$ cat src/rtl/instr_fetch_unit_if.sv
// instr_fetch_unit_if: fetch-unit bus bundling memory handshake, control inputs and PC/instruction outputs
interface instr_fetch_unit_if;
  logic        imem_req;
  logic [31:0] imem_addr;
  logic        imem_ready;
  logic [31:0] imem_rdata;
  logic [31:0] instr;
  logic [5:0]  OP;
  logic [5:0]  func;
  logic        instr_valid;
  logic        exec_done;
  logic        Branch;
  logic        Jump;
  logic        Zero;
  logic [31:0] pc;
  logic [31:0] pc_plus4;
  logic [31:0] retired_count;
  modport master (
    output imem_req, imem_addr, instr, OP, func, instr_valid, pc, pc_plus4, retired_count,
    input  imem_ready, imem_rdata, exec_done, Branch, Jump, Zero
  );
  modport slave (
    input  imem_req, imem_addr, instr, OP, func, instr_valid, pc, pc_plus4, retired_count,
    output imem_ready, imem_rdata, exec_done, Branch, Jump, Zero
  );
endinterface

$ cat src/rtl/instr_fetch_unit.sv
// instr_fetch_unit: PC holder and one-at-a-time instruction fetcher for the single-cycle MIPS core
module instr_fetch_unit #(
  parameter logic [31:0] RESET_PC = 32'h0000_0000
) (
  input logic clk,
  input logic reset,
  instr_fetch_unit_if.master bus
);
  typedef enum logic [1:0] {IDLE, FETCH, ISSUE} state_t;
  state_t state_q, state_d;
  logic [31:0] pc_q, pc_d, instr_q, instr_d, cnt_q, cnt_d, next_pc, pc_plus4, br_off;
  logic fetch_ok, retire;
  // state and datapath registers, reset wins over everything
  always_ff @(posedge clk) begin
    if (reset) begin
      state_q <= IDLE;
      pc_q    <= RESET_PC;
      instr_q <= '0;
      cnt_q   <= '0;
    end else begin
      state_q <= state_d;
      pc_q    <= pc_d;
      instr_q <= instr_d;
      cnt_q   <= cnt_d;
    end
  end
  // next state and next-PC selection; Jump has priority over a taken branch
  always_comb begin
    fetch_ok = (state_q == FETCH) && bus.imem_ready;
    retire   = (state_q == ISSUE) && bus.exec_done;
    pc_plus4 = pc_q + 32'd4;
    br_off   = {{14{instr_q[15]}}, instr_q[15:0], 2'b00};
    next_pc  = bus.Jump ? {pc_plus4[31:28], instr_q[25:0], 2'b00} :
               (bus.Branch && bus.Zero) ? pc_plus4 + br_off : pc_plus4;
    state_d  = (state_q == IDLE) ? FETCH :
               (state_q == FETCH) ? (bus.imem_ready ? ISSUE : FETCH) :
               (bus.exec_done ? FETCH : ISSUE);
    instr_d  = fetch_ok ? bus.imem_rdata : instr_q;
    pc_d     = retire ? next_pc : pc_q;
    cnt_d    = cnt_q + {31'd0, retire};
  end
  // outputs decoded from the registered state and instruction
  always_comb begin
    bus.imem_req      = (state_q == FETCH);
    bus.instr_valid   = (state_q == ISSUE);
    bus.imem_addr     = pc_q;
    bus.pc            = pc_q;
    bus.pc_plus4      = pc_plus4;
    bus.instr         = instr_q;
    bus.OP            = instr_q[31:26];
    bus.func          = instr_q[5:0];
    bus.retired_count = cnt_q;
  end
endmodule

$ cat src/flat_wrapper.sv
// flat-port wrapper written by rule: the top's interface ports become plain ports
module instr_fetch_unit_flat 
#(
  parameter logic [31:0] RESET_PC = 32'h0000_0000
)
  (clk, reset, bus_imem_req, bus_imem_addr, bus_instr, bus_OP, bus_func, bus_instr_valid, bus_pc, bus_pc_plus4, bus_retired_count, bus_imem_ready, bus_imem_rdata, bus_exec_done, bus_Branch, bus_Jump, bus_Zero);
  instr_fetch_unit_if bus_i ();
  input logic clk;
  input logic reset;
  output wire logic [$bits(bus_i.imem_req)-1:0] bus_imem_req;
  output wire logic [$bits(bus_i.imem_addr)-1:0] bus_imem_addr;
  output wire logic [$bits(bus_i.instr)-1:0] bus_instr;
  output wire logic [$bits(bus_i.OP)-1:0] bus_OP;
  output wire logic [$bits(bus_i.func)-1:0] bus_func;
  output wire logic [$bits(bus_i.instr_valid)-1:0] bus_instr_valid;
  output wire logic [$bits(bus_i.pc)-1:0] bus_pc;
  output wire logic [$bits(bus_i.pc_plus4)-1:0] bus_pc_plus4;
  output wire logic [$bits(bus_i.retired_count)-1:0] bus_retired_count;
  input wire logic [$bits(bus_i.imem_ready)-1:0] bus_imem_ready;
  input wire logic [$bits(bus_i.imem_rdata)-1:0] bus_imem_rdata;
  input wire logic [$bits(bus_i.exec_done)-1:0] bus_exec_done;
  input wire logic [$bits(bus_i.Branch)-1:0] bus_Branch;
  input wire logic [$bits(bus_i.Jump)-1:0] bus_Jump;
  input wire logic [$bits(bus_i.Zero)-1:0] bus_Zero;
  assign bus_imem_req = bus_i.imem_req;
  assign bus_imem_addr = bus_i.imem_addr;
  assign bus_instr = bus_i.instr;
  assign bus_OP = bus_i.OP;
  assign bus_func = bus_i.func;
  assign bus_instr_valid = bus_i.instr_valid;
  assign bus_pc = bus_i.pc;
  assign bus_pc_plus4 = bus_i.pc_plus4;
  assign bus_retired_count = bus_i.retired_count;
  assign bus_i.imem_ready = bus_imem_ready;
  assign bus_i.imem_rdata = bus_imem_rdata;
  assign bus_i.exec_done = bus_exec_done;
  assign bus_i.Branch = bus_Branch;
  assign bus_i.Jump = bus_Jump;
  assign bus_i.Zero = bus_Zero;
  instr_fetch_unit #(.RESET_PC(RESET_PC)) u_core (.clk(clk), .reset(reset), .bus(bus_i));
endmodule
$ cat config.mk
export PLATFORM = sky130hd
export DESIGN_NAME = instr_fetch_unit_flat
export DESIGN_NICKNAME = d
export VERILOG_FILES = /design/src/rtl/instr_fetch_unit_if.sv /design/src/rtl/instr_fetch_unit.sv /design/src/flat_wrapper.sv
export SDC_FILE = /design/constraint.sdc
export NUM_CORES = 1
export LEC_CHECK = 0
export CAP_MARGIN = 15
export CELL_PAD_IN_SITES_DETAIL_PLACEMENT = 1
export CELL_PAD_IN_SITES_GLOBAL_PLACEMENT = 1
export CORE_MARGIN = 2
export CORE_UTILIZATION = 34
export DETAILED_ROUTE_END_ITERATION = 7
export PLACE_DENSITY_LB_ADDON = 0.2
export SLEW_MARGIN = 20
export SYNTH_ARGS = -nofsm -noshare
export SYNTH_HDL_FRONTEND = slang
export SYNTH_SLANG_ARGS = --single-unit
$ cat constraint.sdc
create_clock -name clk -period 3.9 [get_ports clk]
set_clock_uncertainty 0.2 [all_clocks]
set_input_delay 1.17 -clock clk [delete_from_list [all_inputs] [get_ports clk]]
set_output_delay 1.17 -clock clk [all_outputs]
set_load 0.005 [all_outputs]
==> reports/qor.csv, run 1 <==
stage,metric,value,unit
floorplan,horizontal extent of the die,144,um
floorplan,starting density of the core,34.4,%
logic_synthesis,list of most frequent post-synthesis cells,"nand2_1, dfxtp_1, a21oi_1",
sta,final-report max-slew violation count,0,
sta,achievable clock frequency,259,MHz
global_route,via count of the first global-routing pass,7367,
logic_synthesis,total number of yosys warnings,0,
setup_path,startpoint type of the worst setup path,register,
setup_path,critical path capture point type,primary output,
place,port buffer count,206,
place,Placement Setup Slack,114,ps
sta,unrepaired setup endpoints after global routing,yes,
logic_synthesis,flip-flop and latch count after synthesis,96,
drt,sum of routed wire length over all layers,26400,um
finish,fillcell total,2352,
logic_synthesis,Cell variety after synth,75,
place,number of placed instances with taps included,1332,
setup_path,CP max stage delay,510,ps
finish,Layout Nets,1174,
global_route,GRT Total Usage,25.6,%
drt,number of iterations in the first detailed-routing pass,5,
setup_path,count of buffer and inverter cells on the critical path,3,
logic_synthesis,proportion of synthesized flip-flops having asynchronous set or reset,0,%
setup_path,worst endpoint data arrival time,2480,ps
finish,Layout Cell Area excl Fill,0.00974,sq mm
clocking,Root Buffer Master,clkbuf_16,
setup_path,CP top delay family,simple AND/OR/NAND/NOR gates,
finish,antenna diode count,0,
setup_path,data required time at the worst endpoint,2530,ps
place,placed instance area,0.00912,sq mm
drt,Vias/cell,5.35,
global_route,number of antenna violations at the first check in global routing,2,
drt,1st-iter DRT viols,437,
clocking,clock tree from TritonCTS,yes,
logic_synthesis,post-synth top area cell,dfxtp_1,
place,GP Congestion,0.915,
sta,Final setup viols,0,
logic_synthesis,portion of synthesized cell area occupied by the leading cell type,28.8,%
min_path,worst hold-check path type,register to register,
clocking,H-Tree Depth,3,
logic_synthesis,number of enable-type register cells in the synthesized netlist,0,
floorplan,row count,51,
sta,actual transition at the worst max-transition pin,527,ps
floorplan,Top-Level Pins,213,
clocking,clk slew on worst S/H paths,80,ps
sta,post-route minimum period,3850,ps
logic_synthesis,average footprint of a synthesized cell,7.69,sq um
pwr,Static Leak,0.00395,uW
global_route,maximum number of pins on one net before global-route repair,45,
global_route,wire length of the first global-routing pass,40800,um
run_status,outcome,"complete, no violations",
logic_synthesis,most frequently used flop master after synthesis,dfxtp_1,
logic_synthesis,count of mapped cells out of synthesis,869,
sta,final number of hold-violating endpoints,0,
logic_synthesis,netlist area before placement,0.00668,sq mm
finish,final non-filler cell total,1366,
setup_path,largest fanout of any net on the critical path,5,
clocking,maximum buffer depth of the clock tree,2,
sta,headroom to the max-slew limit,64.9,%
global_route,global route overflow,0,
sta,setup TNS,0,ps
place,post-DP HPWL,19900,um
pwr,total power density per cell area,233,mW/mm^2
pwr,peak ir drop on the vdd network,0.209,mV
drt,mean routed wirelength per cell,19.4,um
run,Maximum Capacitance Violations,0,
sta,Final Cycle Share,98.8,%
drt,Post-DRT Antenna Nets,0,
clocking,clock insertion delay at the later pin of the skew report,370,ps
finish,Synth-to-Final Area Change,45.7,%
floorplan,Core Region,0.0194,sq mm
floorplan,Die Ht,144,um
logic_synthesis,main area contributors after synthesis,"dfxtp_1, nand2_1, ha_1",
logic_synthesis,most instantiated library cell after synthesis,nand2_1,
floorplan,overall die area,0.0208,sq mm
drt,overall via count from detail_route,7304,
setup_path,Crit-path slowest cell,clkdlybuf4s50_1,
clocking,TritonCTS sink count,96,
setup_path,critical path class,register to primary output,
setup_path,"Critical Path, Cell by Cell",nand2_1 > or3_4 > buf_4 > nor4b_2 > xnor2_1 > inv_1 > clkdlybuf4s50_1,
sta,least setup slack across all paths after layout,45.3,ps
logic_synthesis,fraction of the yosys area taken by sequential cells,28.8,%
clocking,CTS Buf Count,9,
finish,fraction of final layout cells sized beyond drive strength 1,14.1,%
drt,# DRC,0,
clocking,total of hold buffers inserted after clock tree synthesis,0,
worst paths after layout:
path,from,endpoint,slack [ps],depth (start not counted)
max,u_core.bus.imem_addr[3],bus_pc_plus4[27],50,7
min,u_core.bus.instr[27],u_core.bus.instr[27],280,2
max reg2reg,u_core.bus.imem_addr[3],u_core.bus.imem_addr[31],210,16
min reg2reg,u_core.bus.instr[27],u_core.bus.instr[27],280,2
worst register-to-register path, stage by stage (launching register included):
cell	delay [ps]
dfxtp_2	350
ha_1	170
and4_4	250
nand2_2	100
buf_4	190
nor3_2	170
xor2_1	220
buf_4	140
buf_4	90
ha_1	260
or2_2	310
a21o_1	190
a21oi_2	190
o221ai_1	170
o31ai_2	290
xnor2_1	170
o22ai_1	100
cells in the final DEF, fill, tap and decap left out, types with 28 or more instances in the layout:
| master | instances |
|---|---|
| clkdlybuf4s50_1 | 199 |
| nand2_1 | 137 |
| dfxtp_1 | 93 |
| buf_4 | 90 |
| a21oi_1 | 87 |
| nor2_1 | 66 |
| o21ai_0 | 44 |
| xor2_1 | 38 |
| ha_1 | 38 |
| xnor2_1 | 28 |
layout make-up:
type                            instances  area (sq um)  area share, %
Sequential cell                        96          1930           19.8
Clock inverter                          7          70.1          0.720
Inverter                               14          52.6          0.540
Tap cell                              265           332           3.41
Multi-Input combinational cell        679          4390           45.1
Clock buffer                            9           225           2.31
Timing Repair Buffer                  296          2740           28.1
report_power, final:
part | leakage [uW] | internal, uW | switching (uW) | total, uW
Clock | 0.000147 | 452 | 460 | 911
Sequential | 0.000778 | 1000 | 26.8 | 1030
Combinational | 0.00302 | 161 | 170 | 331
sequential cells by signal, indices dropped and copies added (netlist names):
name                      flops
u_core.bus.imem_addr         30
u_core.bus.instr             32
u_core.bus.retired_count     32
u_core.state_q                2
metrics by stage:
| stage | power [uW] | hold WS, ps | utilization (%) |
|---|---|---|---|
| after floorplan | 1200 | 261 | - |
| after global placement | 1370 | 263 | 47.0 |
| after detailed placement | 1380 | 268 | 47.0 |
| after CTS | 2290 | 282 | 49.2 |
| after global routing | 2360 | 316 | 50.2 |
| final | 2270 | 284 | 50.2 |
cells by family (layout without fill, tap and decap cells):
logic type	Yosys count	count (layout)	synth area share, %
buffers and inverters	99	326	8.39
xor gates and xnor gates	75	75	9.83
and+or+nand+nor	323	323	23.1
DFF	96	96	28.8
muxes	4	4	0.618
other	1	6	0.0561
adders and majority gates	39	39	7.42
AOI/OAI and AO/OA	232	232	21.8
what timing repair did:
item | in CTS | in global routing
resized for setup | 19 | 26
setup buffers | 5 | 13
cloned | 0 | 0
pin swaps | 10 | 14
endpoints found under the setup margin | 15 | 22
routing by layer:
metal / vias up / GRT usage [%] / routed length, um
met3: 36 / 6.32 / 1760
met2: 222 / 41.3 / 12000
met1: 3555 / 34.3 / 12100
li1: 3489 / - / -
met5: - / 0 / 11
met4: 2 / 6.64 / 490
Note: power is estimated with default switching activity, not from simulation.
==> run 2: changes to the inputs <==
--- a/config.mk
+++ b/config.mk
@@ -16,3 +16,4 @@
 export SYNTH_ARGS = -nofsm -noshare
 export SYNTH_HDL_FRONTEND = slang
 export SYNTH_SLANG_ARGS = --single-unit
+export TNS_END_PERCENT = 5
==> reports/qor.csv, run 2 (synthesized netlist as in run 1, its figures left out) <==
stage,metric,value,unit,change
run_status,outcome,"finished, violations left",,"was complete, no violations"
run_status,failing checks,negative setup slack,,
finish,Layout Nets,1157,,was 1174
floorplan,horizontal extent of the die,144,um,unchanged
setup_path,critical path capture point type,primary output,,unchanged
finish,Synth-to-Final Area Change,42.9,%,was 45.7%
global_route,number of antenna violations at the first check in global routing,2,,unchanged
setup_path,worst reg2reg setup slack,260,ps,was 210 ps
drt,overall via count from detail_route,7194,,was 7304
pwr,peak ir drop on the vdd network,0.209,mV,about the same
finish,"most common cell after layout, fill and taps aside",clkdlybuf4s50_1,,unchanged
drt,sum of routed wire length over all layers,26200,um,was 26400 um
clocking,Root Buffer Master,clkbuf_16,,unchanged
finish,fillcell total,2365,,was 2352
min_path,Hold Crit Endpoint,u_core.bus.instr[27],,unchanged
finish,final non-filler cell total,1349,,was 1366
place,GP Congestion,0.915,,unchanged
setup_path,startpoint type of the worst setup path,register,,unchanged
global_route,GRT Total Usage,25.5,%,was 25.6%
finish,Finished Core Util,49.2,%,was 50.2%
floorplan,Top-Level Pins,213,,unchanged
finish,fraction of final layout cells sized beyond drive strength 1,12.0,%,was 14.1%
sta,unrepaired setup endpoints after global routing,yes,,unchanged
clocking,maximum buffer depth of the clock tree,2,,unchanged
floorplan,row count,51,,unchanged
global_route,via count of the first global-routing pass,7304,,was 7367
setup_path,largest fanout of any net on the critical path,5,,unchanged
floorplan,starting density of the core,34.4,%,unchanged
drt,mean routed wirelength per cell,19.4,um,about the same
place,post-DP HPWL,19900,um,unchanged
sta,worst hold-check slack,284,ps,about the same
place,placed instance area,0.00912,sq mm,unchanged
drt,# DRC,0,,unchanged
min_path,number of cells on the worst hold path,2,,unchanged
setup_path,data required time at the worst endpoint,2530,ps,about the same
sta,post-route minimum period,3940,ps,was 3850 ps
clocking,clk slew on worst S/H paths,80,ps,about the same
floorplan,Die Ht,144,um,unchanged
sta,final number of hold-violating endpoints,0,,unchanged
finish,antenna diode count,0,,unchanged
global_route,maximum number of pins on one net before global-route repair,45,,unchanged
sta,final-report max-slew violation count,0,,unchanged
setup_path,worst endpoint data arrival time,2570,ps,was 2480 ps
place,number of placed instances with taps included,1332,,unchanged
clocking,H-Tree Depth,3,,unchanged
global_route,global route overflow,0,,unchanged
sta,least setup slack across all paths after layout,-39.0,ps,was 45.3 ps
pwr,Static Leak,0.00378,uW,was 0.00395 uW
setup_path,critical path class,register to primary output,,unchanged
setup_path,Reg-to-Reg End,u_core.bus.imem_addr[28],,was u_core.bus.imem_addr[31]
drt,Post-DRT Antenna Nets,0,,unchanged
finish,Layout Cell Area excl Fill,0.00955,sq mm,was 0.00974 sq mm
pwr,total power density per cell area,238,mW/mm^2,was 233 mW/mm^2
sta,actual transition at the worst max-transition pin,529,ps,was 527 ps
setup_path,launch instance of the worst register-to-register path,u_core.bus.imem_addr[2],,was u_core.bus.imem_addr[3]
floorplan,overall die area,0.0208,sq mm,unchanged
min_path,launch point of the worst hold path,u_core.bus.instr[27],,unchanged
pwr,overall power consumption,2270,uW,about the same
clocking,CTS Buf Count,9,,unchanged
global_route,wire length of the first global-routing pass,40600,um,was 40800 um
sta,Final setup viols,4,,was 0
clocking,clock insertion delay at the later pin of the skew report,370,ps,about the same
sta,Final Cycle Share,101,%,was 98.8%
finish,"commonest non-fill, non-tap cells in the layout","clkdlybuf4s50_1, nand2_1, dfxtp_1",,unchanged
setup_path,FF-to-FF path depth,14,,was 16
clocking,total of hold buffers inserted after clock tree synthesis,0,,unchanged
clocking,clock tree from TritonCTS,yes,,unchanged
floorplan,Core Region,0.0194,sq mm,unchanged
min_path,worst hold-check path type,register to register,,unchanged
place,port buffer count,206,,unchanged
drt,Vias/cell,5.33,,was 5.35
clocking,TritonCTS sink count,96,,unchanged
drt,number of iterations in the first detailed-routing pass,5,,unchanged
sta,achievable clock frequency,254,MHz,was 259 MHz
drt,1st-iter DRT viols,452,,was 437
sta,headroom to the max-slew limit,64.7,%,was 64.9%
run,Maximum Capacitance Violations,0,,unchanged
[run 2: cell count changes in the layout (fill, tap and decap cells not counted), sizes merged]
| cell | previous run | this run |
|---|---|---|
| dlymetal6s2s | 4 | 0 |
| buf | 91 | 74 |
| clkdlybuf4s50 | 199 | 203 |
[run 2: critical path, cell delays in order (launching register included)]
cell and delay [ps]:
dfxtp_1 350, nand2_1 90, or3_4 460, buf_4 200, nor3_4 250, nand3_4 150
xnor2_2 170, clkdlybuf4s50_1 520
[run 2: layer usage]
metal,global-route usage (%),part of all wire (%)
met2,41.4,46
met4,5.83,1.4
met1,34.1,45
met5,0,0.042
met3,6.59,7.6
[run 2: area by class of cell]
type | count | area, sq um | area share (%)
Clock inverter | 7 | 70.1 | 0.734
Timing Repair Buffer | 279 | 2600 | 27.3
Clock buffer | 9 | 225 | 2.36
Inverter | 14 | 52.6 | 0.551
Multi-Input combinational cell | 679 | 4340 | 45.5
Tap cell | 265 | 332 | 3.47
Sequential cell | 96 | 1920 | 20.1
[run 2: repair_timing]
item | 4_1_cts | 5_1_grt
endpoints found under the setup margin | 15 | 22
pin swaps | 7 | 7
buffers inserted | 0 | 1
resized for setup | 13 | 17
[run 2: stage by stage]
step	worst slack (ps)	TNS [ps]
after global routing	-150	-923
after floorplan	339	0
after global placement	184	0
after CTS	-75.9	-301
final	-39.0	-83.2
after detailed placement	114	0
[run 2: worst max path at each step]
stage,cells after the start,start,slack [ps],endpoint
3_3_place_gp,6,u_core.bus.imem_addr[6],180,bus_pc_plus4[31]
5_1_grt,7,u_core.bus.imem_addr[2],-150,bus_pc_plus4[25]
6_report,7,u_core.bus.imem_addr[2],-40,bus_pc_plus4[25]
2_1_floorplan,11,bus_exec_done,340,u_core.bus.retired_count[28]
4_1_cts,7,u_core.bus.imem_addr[10],-80,bus_pc_plus4[27]
3_5_place_dp,7,u_core.bus.imem_addr[6],110,bus_pc_plus4[25]
[run 2: report_power, final]
group	internal (uW)	switching [uW]	total (uW)
combinational	159	169	328
clock	452	463	915
sequential	1000	26.8	1030
==> variant: new RTL, flow settings as in run 1 <==
Make the reset (`reset`) asynchronous in one clocked block.
--- a/src/rtl/instr_fetch_unit.sv
+++ b/src/rtl/instr_fetch_unit.sv
@@ -11,7 +11,7 @@
   logic [31:0] pc_q, pc_d, instr_q, instr_d, cnt_q, cnt_d, next_pc, pc_plus4, br_off;
   logic fetch_ok, retire;
   // state and datapath registers, reset wins over everything
-  always_ff @(posedge clk) begin
+  always_ff @(posedge clk or posedge reset) begin
     if (reset) begin
       state_q <= IDLE;
       pc_q    <= RESET_PC;
Check against the original RTL: differs if reset is asserted again (counterexample within 4 cycles, from zero or initial values and one cycle with reset high); with reset held inactive, the same outputs for 10 cycles.
==> variant against run 1 <==
- the run now ends with negative setup slack left
- worst setup slack lost 77 ps
- synthesized area is essentially flat
- sequential cell count is the same
- critical path depth grew 10
- routed wire length shrank 3.6%
- synthesized cell count shrank 17%
- final area grew 5.0%
Power is left out: it rests on default switching activity, and per cell area and clock period it moved more than threefold.
==> variant: results (changes against run 1) <==
[run_status]
status = finished with violations  ; was finished, final reports clean
violations = negative setup slack

[grt]
use_met3_pct = 3.58  ; was 6.32%
antenna_found_initial = 0  ; was 2
met1_usage_pct = 31.9  ; was 34.3%
grt_use_met2_pct = 40.7  ; was 41.3%
grt_pass1_vias = 7016  ; was 7367
grt.total_usage_pct = 24.1  ; was 25.6%
grt_max_degree = 51  ; was 45
grt_pass1_wl_um = 38700  ; was 40800 um

[sta]
layout_setup_ws_ps = -31.7  ; was 45.3 ps
worst-slew-pin-transition_ps = 654  ; was 527 ps
setup_viol = 1  ; was 0
tns_ps = -31.7  ; was 0 ps
worst_hold_slack_ps = 272  ; was 284 ps

[logic_synthesis]
synth_common_cells = 96 x dfrtp_1, 67 x nand2_1, 55 x xnor2_1  ; was 139 x nand2_1, 96 x dfxtp_1, 89 x a21oi_1
synthCells = 722  ; was 869
yosys-top-cells-area = dfrtp_1 36%, xnor2_1 7.2%, ha_1 7.1%  ; was dfxtp_1 29%, nand2_1 7.8%, ha_1 7.1%
synthDistinctLibCells = 62  ; was 75
synth.yosys.seq_area_share_pct = 36.0  ; was 28.8%
async_flop_share_pct = 100  ; was 0%

[placement]
dp.cells = 1209  ; was 1332
place_ws_ps = -192  ; was 114 ps
postPlaceCellArea_um2 = 9270  ; was 9120 um2
dp_hpwl_um = 18400  ; was 19900 um
gp_congestion = 0.914  ; was 0.915

[setup_path]
reg2reg_from = u_core.bus.imem_addr[16]  ; was u_core.bus.imem_addr[3]
crit_slowest_cell = dfrtp_1  ; was clkdlybuf4s50_1
crit_fanout = 2  ; was 5
critPathKind = register to register  ; was register to output pin
timing.rr.end = u_core.bus.imem_addr[27]  ; was u_core.bus.imem_addr[31]
critical_path_arrival_ps = 3960  ; was 2480 ps
reg2regPathDepth = 17  ; was 16
slowest_delay_ps = 410  ; was 510 ps

[hold_path]
worstHoldEndpoint = u_core.bus.retired_count[31]  ; was u_core.bus.instr[27]
hold_start = u_core.bus.retired_count[31]  ; was u_core.bus.instr[27]
min_delay_path_depth = 1  ; was 2

[route]
viasPerCell = 5.26  ; was 5.35
top_layer_used = met4  ; was met5
detail_route.iter0.violations = 325  ; was 437
routed_wl_um = 25500  ; was 26400 um
route.met2.wl_um = 12500  ; was 12000 um
met3_length_um = 1290  ; was 1760 um

[final_layout]
nNetsFinal = 1066  ; was 1174
fillers = 2169  ; was 2352
fin_cells = 1258  ; was 1366

[clock_network]
cts_made_buffers = 9  ; unchanged
clock_path_buffers = 2  ; unchanged

==> variant: cell families after synthesis <==
logic type / after synthesis / share of synthesized area, %
fa+ha+maj: 39 / 7.42
flops: 96 / 36.0
compound gates: 161 / 15.7
xor+xnor: 79 / 10.4
mux: 38 / 6.30
simple gates: 218 / 16.0
buf+inv: 90 / 8.21
other cells: 1 / 0.0562
==> variant: final cells by class <==
type | instances | area [um2] | area share (%)
Clock buffer | 9 | 225 | 2.20
Clock inverter | 7 | 61.3 | 0.600
Inverter | 19 | 73.8 | 0.722
Multi-Input combinational cell | 541 | 4200 | 41.1
Sequential cell | 96 | 2400 | 23.5
Tap cell | 265 | 332 | 3.24
Timing Repair Buffer | 321 | 2920 | 28.6
==> variant: timing repair <==
action | CTS | global route
resized for setup | 47 | 55
gates cloned | 0 | 0
setup buffers | 17 | 17
setup endpoints to repair | 19 | 35
pin swaps | 24 | 38
